===== src/rtl/mem_arbiter_pkg.sv =====
// Shared definitions for the two-requester memory arbiter: FSM state
// encoding, grant-side encoding and default bus widths.
package mem_arbiter_pkg;

    localparam int ADDR_W_DEF = 28;
    localparam int DATA_W_DEF = 128;

    typedef enum logic [1:0] {
        IDLE = 2'd0,
        BUSY = 2'd1,
        DONE = 2'd2
    } arb_state_t;

    localparam logic GNT_I = 1'b0;
    localparam logic GNT_D = 1'b1;

endpackage


===== src/rtl/mem_arbiter.sv =====
// Shares one slow-memory port between the I-cache and the D-cache.
// One side is granted at a time, its request is registered onto the shared
// port, and the memory response is routed back to the granted side only.
// Contention alternates using the side granted last.
module mem_arbiter
    import mem_arbiter_pkg::*;
#(
    parameter int ADDR_W = ADDR_W_DEF,
    parameter int DATA_W = DATA_W_DEF
) (
    input  logic              clk,
    input  logic              proc_reset,

    input  logic              mem_read_I,
    input  logic              mem_write_I,
    input  logic [ADDR_W-1:0] mem_addr_I,
    input  logic [DATA_W-1:0] mem_wdata_I,
    output logic [DATA_W-1:0] mem_rdata_I,
    output logic              mem_ready_I,

    input  logic              mem_read_D,
    input  logic              mem_write_D,
    input  logic [ADDR_W-1:0] mem_addr_D,
    input  logic [DATA_W-1:0] mem_wdata_D,
    output logic [DATA_W-1:0] mem_rdata_D,
    output logic              mem_ready_D,

    output logic              mem_read,
    output logic              mem_write,
    output logic [ADDR_W-1:0] mem_addr,
    output logic [DATA_W-1:0] mem_wdata,
    input  logic [DATA_W-1:0] mem_rdata,
    input  logic              mem_ready
);

    arb_state_t        state_q, state_d;
    logic              lastGrant_q, lastGrant_d;
    logic              grant_q, grant_d;
    logic              memRead_q, memRead_d;
    logic              memWrite_q, memWrite_d;
    logic [ADDR_W-1:0] memAddr_q, memAddr_d;
    logic [DATA_W-1:0] memWdata_q, memWdata_d;
    logic [DATA_W-1:0] rdataI_q, rdataI_d;
    logic [DATA_W-1:0] rdataD_q, rdataD_d;
    logic              readyI_q, readyI_d;
    logic              readyD_q, readyD_d;

    logic              activeI;
    logic              activeD;
    logic              pickSide;
    logic              selRead;
    logic              selWrite;
    logic [ADDR_W-1:0] selAddr;
    logic [DATA_W-1:0] selWdata;

    // Choose a winner among active requesters and mux its request fields.
    always_comb begin
        activeI = mem_read_I | mem_write_I;
        activeD = mem_read_D | mem_write_D;
        if (activeI && activeD) begin
            pickSide = ~lastGrant_q;
        end else if (activeD) begin
            pickSide = GNT_D;
        end else begin
            pickSide = GNT_I;
        end
        selRead  = (pickSide == GNT_D) ? mem_read_D  : mem_read_I;
        selWrite = (pickSide == GNT_D) ? mem_write_D : mem_write_I;
        selAddr  = (pickSide == GNT_D) ? mem_addr_D  : mem_addr_I;
        selWdata = (pickSide == GNT_D) ? mem_wdata_D : mem_wdata_I;
    end

    // Next-state and registered-output logic of the grant/busy/done sequence.
    always_comb begin
        state_d     = state_q;
        lastGrant_d = lastGrant_q;
        grant_d     = grant_q;
        memRead_d   = memRead_q;
        memWrite_d  = memWrite_q;
        memAddr_d   = memAddr_q;
        memWdata_d  = memWdata_q;
        rdataI_d    = rdataI_q;
        rdataD_d    = rdataD_q;
        readyI_d    = 1'b0;
        readyD_d    = 1'b0;

        case (state_q)
            IDLE: begin
                if (activeI || activeD) begin
                    grant_d     = pickSide;
                    lastGrant_d = pickSide;
                    memWrite_d  = selWrite;
                    memRead_d   = selRead & ~selWrite;
                    memAddr_d   = selAddr;
                    memWdata_d  = selWdata;
                    state_d     = BUSY;
                end else begin
                    memRead_d  = 1'b0;
                    memWrite_d = 1'b0;
                end
            end
            BUSY: begin
                if (mem_ready) begin
                    if (memRead_q) begin
                        if (grant_q == GNT_D) begin
                            rdataD_d = mem_rdata;
                        end else begin
                            rdataI_d = mem_rdata;
                        end
                    end
                    memRead_d  = 1'b0;
                    memWrite_d = 1'b0;
                    readyI_d   = (grant_q == GNT_I);
                    readyD_d   = (grant_q == GNT_D);
                    state_d    = DONE;
                end
            end
            DONE: begin
                state_d = IDLE;
            end
            default: begin
                state_d    = IDLE;
                memRead_d  = 1'b0;
                memWrite_d = 1'b0;
            end
        endcase
    end

    // FSM state register; reset abandons any in-flight transaction.
    always_ff @(posedge clk or posedge proc_reset) begin
        if (proc_reset) begin
            state_q <= IDLE;
        end else begin
            state_q <= state_d;
        end
    end

    // Grant bookkeeping, shared-port capture and per-side response registers.
    always_ff @(posedge clk or posedge proc_reset) begin
        if (proc_reset) begin
            lastGrant_q <= GNT_I;
            grant_q     <= GNT_I;
            memRead_q   <= 1'b0;
            memWrite_q  <= 1'b0;
            memAddr_q   <= '0;
            memWdata_q  <= '0;
            rdataI_q    <= '0;
            rdataD_q    <= '0;
            readyI_q    <= 1'b0;
            readyD_q    <= 1'b0;
        end else begin
            lastGrant_q <= lastGrant_d;
            grant_q     <= grant_d;
            memRead_q   <= memRead_d;
            memWrite_q  <= memWrite_d;
            memAddr_q   <= memAddr_d;
            memWdata_q  <= memWdata_d;
            rdataI_q    <= rdataI_d;
            rdataD_q    <= rdataD_d;
            readyI_q    <= readyI_d;
            readyD_q    <= readyD_d;
        end
    end

    assign mem_read    = memRead_q;
    assign mem_write   = memWrite_q;
    assign mem_addr    = memAddr_q;
    assign mem_wdata   = memWdata_q;
    assign mem_rdata_I = rdataI_q;
    assign mem_rdata_D = rdataD_q;
    assign mem_ready_I = readyI_q;
    assign mem_ready_D = readyD_q;

endmodule


===== config.mk =====
export PLATFORM = sky130hd
export DESIGN_NAME = mem_arbiter
export DESIGN_NICKNAME = d
export VERILOG_FILES = /design/src/rtl/mem_arbiter_pkg.sv /design/src/rtl/mem_arbiter.sv
export SDC_FILE = /design/constraint.sdc
export NUM_CORES = 1
export LEC_CHECK = 0
export ABC_AREA = 1
export BUFFER_PORTS_ARGS = -buffer_cell sky130_fd_sc_hd__buf_2
export CORE_AREA = 2 2 335 337
export CTS_CLUSTER_SIZE = 28
export DETAILED_ROUTE_END_ITERATION = 10
export DIE_AREA = 0 0 337 339
export REMOVE_ABC_BUFFERS = 1
export SETUP_SLACK_MARGIN = 0.15
export SLEW_MARGIN = 10
export SYNTH_ARGS = -nofsm -noshare
export SYNTH_HDL_FRONTEND = slang
export SYNTH_SLANG_ARGS = --single-unit
export TNS_END_PERCENT = 1

===== constraint.sdc =====
create_clock -name clk -period 13.6 [get_ports clk]
set_input_delay 1.36 -clock clk [delete_from_list [all_inputs] [get_ports clk]]
set_output_delay 1.36 -clock clk [all_outputs]
set_load 0.05 [all_outputs]

**Yosys cells after proc, flatten, opt, wreduce, memory -nomap -nowiden**

Index checks and enable logic that the tools add are counted.

- Register bits: 419
- Bits of input ports: 447
- Output and inout bits: 416
- Logic and storage cells: 46

- Equality and inequality tests: 4
- Muxes and demuxes: 18
- Bitwise operators: 6
- Reduce and logical (&&, ||, !) cells: 8

Operators by type and width:

| operator | count |
|---|---|
| $mux W128 | 1 |
| $mux W28 | 1 |
| $mux W1 | 11 |
| $reduce_and A4 Y1 | 2 |
| $pmux W1 S3 | 2 |
| $reduce_and A2 Y1 | 3 |
| $mux W2 | 2 |
| $ne A2 B2 Y1 const B | 2 |
| $pmux W2 S2 | 1 |
| $not A1 Y1 | 3 |
| $eq A2 B1 Y1 const B | 1 |
| $eq A2 B2 Y1 const B | 1 |
| $logic_not A2 Y1 | 1 |
| $or A1 B1 Y1 | 2 |
| $and A1 B1 Y1 | 1 |
| $logic_and A1 B1 Y1 | 1 |
| $logic_or A1 B1 Y1 | 1 |

**Depth between registers and ports, before layout**

- Depth in word-level cells: 8
- Gate-level depth with buffers: 8
- Gate-level depth less buffers: 7

**Least setup slack after synthesis**

Ideal clock, no wire load.

- Path kind: input port to flip-flop
- Start: input mem_write_D
- End: register memWdata_q[100] (netlist: mem_wdata[100])
- Setup time: 0.118 ns
- Arrival: 2.196 ns
- Required time: 13.482 ns
- Setup slack: 11.286 ns
- Stages on the path: 8
- Path buffers: 2
- Path through: nor2_1 > inv_1 > nand2_1 > buf_2 > buf_2 > nand2_1 > nand3_1 > nand2_1

- Longest elaborated chain between the ends: 4
- Elaborated cells between the ends (all ways): 7
- Those cells by class: mux (3); bitwise (1); reduce/logical (3)

RTL lines:

| what | RTL line | source |
|---|---|---|
| start: declaration | mem_arbiter.sv:22 | `input logic mem_write_D,` |
| $or A1 B1 Y1 * | mem_arbiter.sv:59 | `activeD = mem_read_D \| mem_write_D;` |
| $mux W1 or $logic_and A1 B1 Y1 (tied branches) | mem_arbiter.sv:62, mem_arbiter.sv:60 |  |
| $mux W1 | mem_arbiter.sv:60 | `if (activeI && activeD) begin` |
| $mux W128 | mem_arbiter.sv:70 | `selWdata = (pickSide == GNT_D) ? mem_wdata_D : mem_wdata_I;` |
| end signal: assignment | mem_arbiter.sv:157 | `memWdata_q <= memWdata_d;` |
| end: declaration | mem_arbiter.sv:42 | `logic [DATA_W-1:0] memWdata_q, memWdata_d;` |

Mark *: on every way between the ends. The rest lies on a longest branch, timed or not.
A chain may end at the register's enable or synchronous reset.

**Worst setup path in the final report**

- Start: input mem_write_I
- End: register memWdata_q[39] (netlist: mem_wdata[39])

- Longest elaborated chain between the ends: 4
- Elaborated cells between the ends (all ways): 6
- Those cells by class: mux (2); bitwise (1); reduce/logical (3)

RTL lines:

| what | RTL line | source |
|---|---|---|
| start: declaration | mem_arbiter.sv:15 | `input logic mem_write_I,` |
| $or A1 B1 Y1 * | mem_arbiter.sv:58 | `activeI = mem_read_I \| mem_write_I;` |
| $logic_and A1 B1 Y1 | mem_arbiter.sv:60 |  |
| $mux W1 | mem_arbiter.sv:60 |  |
| $mux W128 | mem_arbiter.sv:70 |  |

Marked as above.

==> results.md <==
| Metric | This run | Unit |
|---|---|---|
| Run status | finished, final reports clean | - |
| Number of global-route vias before repair | 16800 | - |
| Cells traversed along the worst timing path | buf_2 > o21ai_4 > buf_4 > buf_4 > nand3b_1 > nand3_1 > nand2_1 | - |
| Sequential-to-total area share from yosys stat | 0.570 | - |
| Tightest Pin Transition | 1.04 | ns |
| Clock slew at reported path FFs | 0.06 | ns |
| Height of the die | 339 | um |
| Arrival time of the worst setup path | 4.21 | ns |
| Delay of the slowest cell on the worst path | 0.76 | ns |
| Crit path launch type | primary input | - |
| Num CTS Buffers | 50 | - |
| GR Layer Usage met2 | 0.220 | - |
| Category of cells accounting for the largest share of critical-path delay | buffers and inverters | - |
| Fin nets | 3404 | - |
| Cells on Worst Hold Path | 2 | - |
| Total number of H-tree levels | 2 | - |
| Clock Tree Buf Depth | 3 | - |
| Global routing's busiest layer | met2 | - |
| Die Footprint | 114000 | um^2 |
| Total GRT Usage | 0.138 | - |
| Class of the most critical hold timing path | flip-flop to flip-flop | - |
| Worst-case headroom to the max-slew limit | 0.304 | - |
| Final hold vios | 0 | - |
| Max-cap violations | 0 | - |
| Min cycle time layout | 3.74 | ns |
| Final WL | 82100 | um |
| Worst Setup End Kind | flip-flop | - |
| Final core occ | 0.233 | - |
| Synthesized area per cell | 8.48 | um^2 |
| Worst-path fanout max | 79 | - |
| Number of remaining DRC errors | 0 | - |
| Initial antenna violation count | 36 | - |
| Post-CTS repair timing setup buffer count | 0 | - |
| Final worst clock skew | 0.0213 | ns |
| Root buffer cell | sky130_fd_sc_hd__clkbuf_16 | - |
| Portion of synthesized cell area occupied by the leading cell type | 0.570 | - |
| Cell at the slowest stage of the critical path | sky130_fd_sc_hd__buf_4 | - |
| Maximum number of pins on one net before global-route repair | 145 | - |
| Number of rows in the core area | 122 | - |
| Achievable frequency | 267 | MHz |
| Global routing met3 resource utilization | 0.0674 | - |
| CTS tree | yes | - |
| Antenna-violating nets left | 0 | - |
| VDD IR-drop max | 0.172 | mV |
| Number of fill cells in the layout | 12300 | - |
| Routed length per instance | 18.2 | um |
| Post-synthesis instance total | 2169 | - |
| Stages on the worst setup path | 7 | - |
| Area Overhead vs Synth | 39.8 | % |
| Max-slew violation count | 0 | - |
| Category of the most critical setup path | primary input to flip-flop | - |
| Flip-flop and latch area | 10500 | um^2 |
| Area of the core | 110000 | um^2 |
| Post-DR vias/cell | 3.85 | - |
| Unrepaired setup endpoints after global routing | no | - |
| Post-synthesis instance area | 18400 | um^2 |
| Synthesis Warnings | 0 | - |
| Number of port buffers | 862 | - |
| Cts hold-fix bufs | 0 | - |
| Post-Place Cell Area | 24000 | um^2 |
| Worst path required time | 14.07 | ns |
| Io pins | 863 | - |
| Latest clock arrival within the worst-skew pair | 0.60 | ns |
| Count of unique library cells instantiated by Yosys | 20 | - |
| Routed via count | 17300 | - |
| Die width | 337 | um |
| Starting Density | 0.167 | - |
| Number of sinks on the clock net | 419 | - |
| Starting DRC count in detailed routing | 912 | - |
| Met1 demand-to-capacity share in global routing | 0.151 | - |
| PostCTS Resize Cnt | 0 | - |
| CP most frequent cell | sky130_fd_sc_hd__buf_4 | - |
| Detailed-routing iteration count for the pre-antenna-repair pass | 5 | - |
| Final GP Congestion | 0.849 | - |
| Combined area of the multi-input logic cells | 6140 | um^2 |
| P per Cell Area | 303 | nW/um^2 |
| Leakage power of the design | 14.3 | nW |
| Half-perimeter wire length after placement | 63100 | um |
| Overall power | 7.80 | mW |
| Total Neg Setup Slack | 0 | ns |
| Flops & latches, synth | 419 | - |
| Post-route cell area | 25700 | um^2 |
| GRT overflow | 0 | - |
| R2R cell count | 6 | - |
| Wire length of the first global-routing pass | 115000 | um |
| Ranking of synthesized cells by area | sky130_fd_sc_hd__dfrtp_1 57%, sky130_fd_sc_hd__nand2_1 15%, sky130_fd_sc_hd__nand3b_1 6.4%, sky130_fd_sc_hd__inv_1 5.9%, sky130_fd_sc_hd__o21ai_1 5.4% | - |
| Ratio of cells with drive above 1 in the final layout | 0.322 | - |
| Post-route clock period utilization | 0.275 | - |
| Biggest area consumer among synthesized cells | sky130_fd_sc_hd__dfrtp_1 | - |
| Number of failing setup endpoints in the final timing report | 0 | - |
| Buffers & Inverters on Critical Path | 3 | - |
==> worst paths after layout <==
check	endpoint	slack, ns	from
max in group asynchronous	mem_rdata_D[23]	10.25	proc_reset
hold / removal	mem_wdata[45]	0.48	mem_wdata[45]
setup / recovery	mem_wdata[39]	9.86	mem_write_I
hold reg to reg	mem_wdata[45]	0.48	mem_wdata[45]
min in group asynchronous	mem_wdata[112]	0.91	proc_reset
setup reg to reg	mem_rdata_D[125]	10.38	grant_q
==> logic make-up after synthesis <==
kind of cell	count (synthesis)	share of synthesized area
buffers and inverters	431	0.0987
and+or+nand+nor	1059	0.260
AOI/OAI and AO/OA	260	0.0712
DFF	419	0.570
==> metal layers <==
| metal | wire length, um | up-vias | share of wire |
|---|---|---|---|
| li1 | - | 8361 | - |
| met1 | 31000 | 8163 | 0.38 |
| met2 | 37800 | 684 | 0.46 |
| met3 | 9590 | 134 | 0.12 |
| met4 | 3740 | 4 | 0.046 |
| met5 | 23 | - | 0.00028 |
==> report_power, final <==
group          total, mW  switching [mW]  internal (mW)
sequential          2.18           0.333           1.85
clock               1.33           0.554          0.780
combinational       4.28            3.42          0.863
==> cells in the final DEF, fill, tap and decap left out, drive strengths merged, types with 4 or more instances in the layout <==
cell,n
clkbuf,76
nand2,740
dfrtp,419
clkinv,4
nor2,4
clkinvlp,7
inv,292
buf,877
o21ai,259
diode,21
nand3,158
nand3b,156
==> through the flow <==
stage               cells  hold WS (ns)  setup slack (ns)
detailed placement   4393         0.460              9.27
finish               4504         0.475              9.86
global route         4499         0.490              9.70
CTS                  4483         0.476              9.93
global placement     4393         0.459              9.35
floorplan            2028         0.514             0.577
==> worst reg2reg max path, cell delays in order, from the launching register on <==
cell                      delay, ns
sky130_fd_sc_hd__dfrtp_1       0.48
sky130_fd_sc_hd__nand2_1       0.12
sky130_fd_sc_hd__nor2_2        0.07
sky130_fd_sc_hd__nand2_8       0.43
sky130_fd_sc_hd__buf_4         0.82
sky130_fd_sc_hd__buf_4         0.80
sky130_fd_sc_hd__o21ai_0       0.34
==> state kept, by name, summed over array words and instances, names as in the netlist <==
signal       count
mem_read         1
mem_rdata_D    128
state_q          2
mem_addr        28
grant_q          1
mem_ready_I      1
mem_ready_D      1
mem_rdata_I    128
mem_wdata      128
mem_write        1
==> synthesized netlist by cell type <==
| library cell | instances |
|---|---|
| sky130_fd_sc_hd__nor2_2 | 1 |
| sky130_fd_sc_hd__nand2_1 | 737 |
| sky130_fd_sc_hd__a21oi_2 | 1 |
| sky130_fd_sc_hd__inv_1 | 288 |
| sky130_fd_sc_hd__inv_2 | 2 |
| sky130_fd_sc_hd__dfrtp_1 | 419 |
| sky130_fd_sc_hd__nand2_2 | 3 |
| sky130_fd_sc_hd__clkbuf_1 | 24 |
| sky130_fd_sc_hd__nor3_4 | 1 |
| sky130_fd_sc_hd__nor2_1 | 3 |
| sky130_fd_sc_hd__o21ai_1 | 200 |
| sky130_fd_sc_hd__buf_4 | 5 |
| sky130_fd_sc_hd__o21ai_0 | 58 |
| sky130_fd_sc_hd__buf_2 | 98 |
| sky130_fd_sc_hd__buf_6 | 7 |
| sky130_fd_sc_hd__clkbuf_2 | 3 |
| sky130_fd_sc_hd__nand3_1 | 158 |
| sky130_fd_sc_hd__o21ai_2 | 1 |
| sky130_fd_sc_hd__buf_1 | 4 |
| sky130_fd_sc_hd__nand3b_1 | 156 |
==> final cells by class <==
type	instances	share of cell area
well taps	1488	0.0724
repair buffers	877	0.173
clock inverters	14	0.00467
clock buffers	76	0.0585
inverters	290	0.0430
multi-input cells	1319	0.239
diodes	21	0.00204
flip-flops and latches	419	0.408
(Power assumes the default switching activity.)
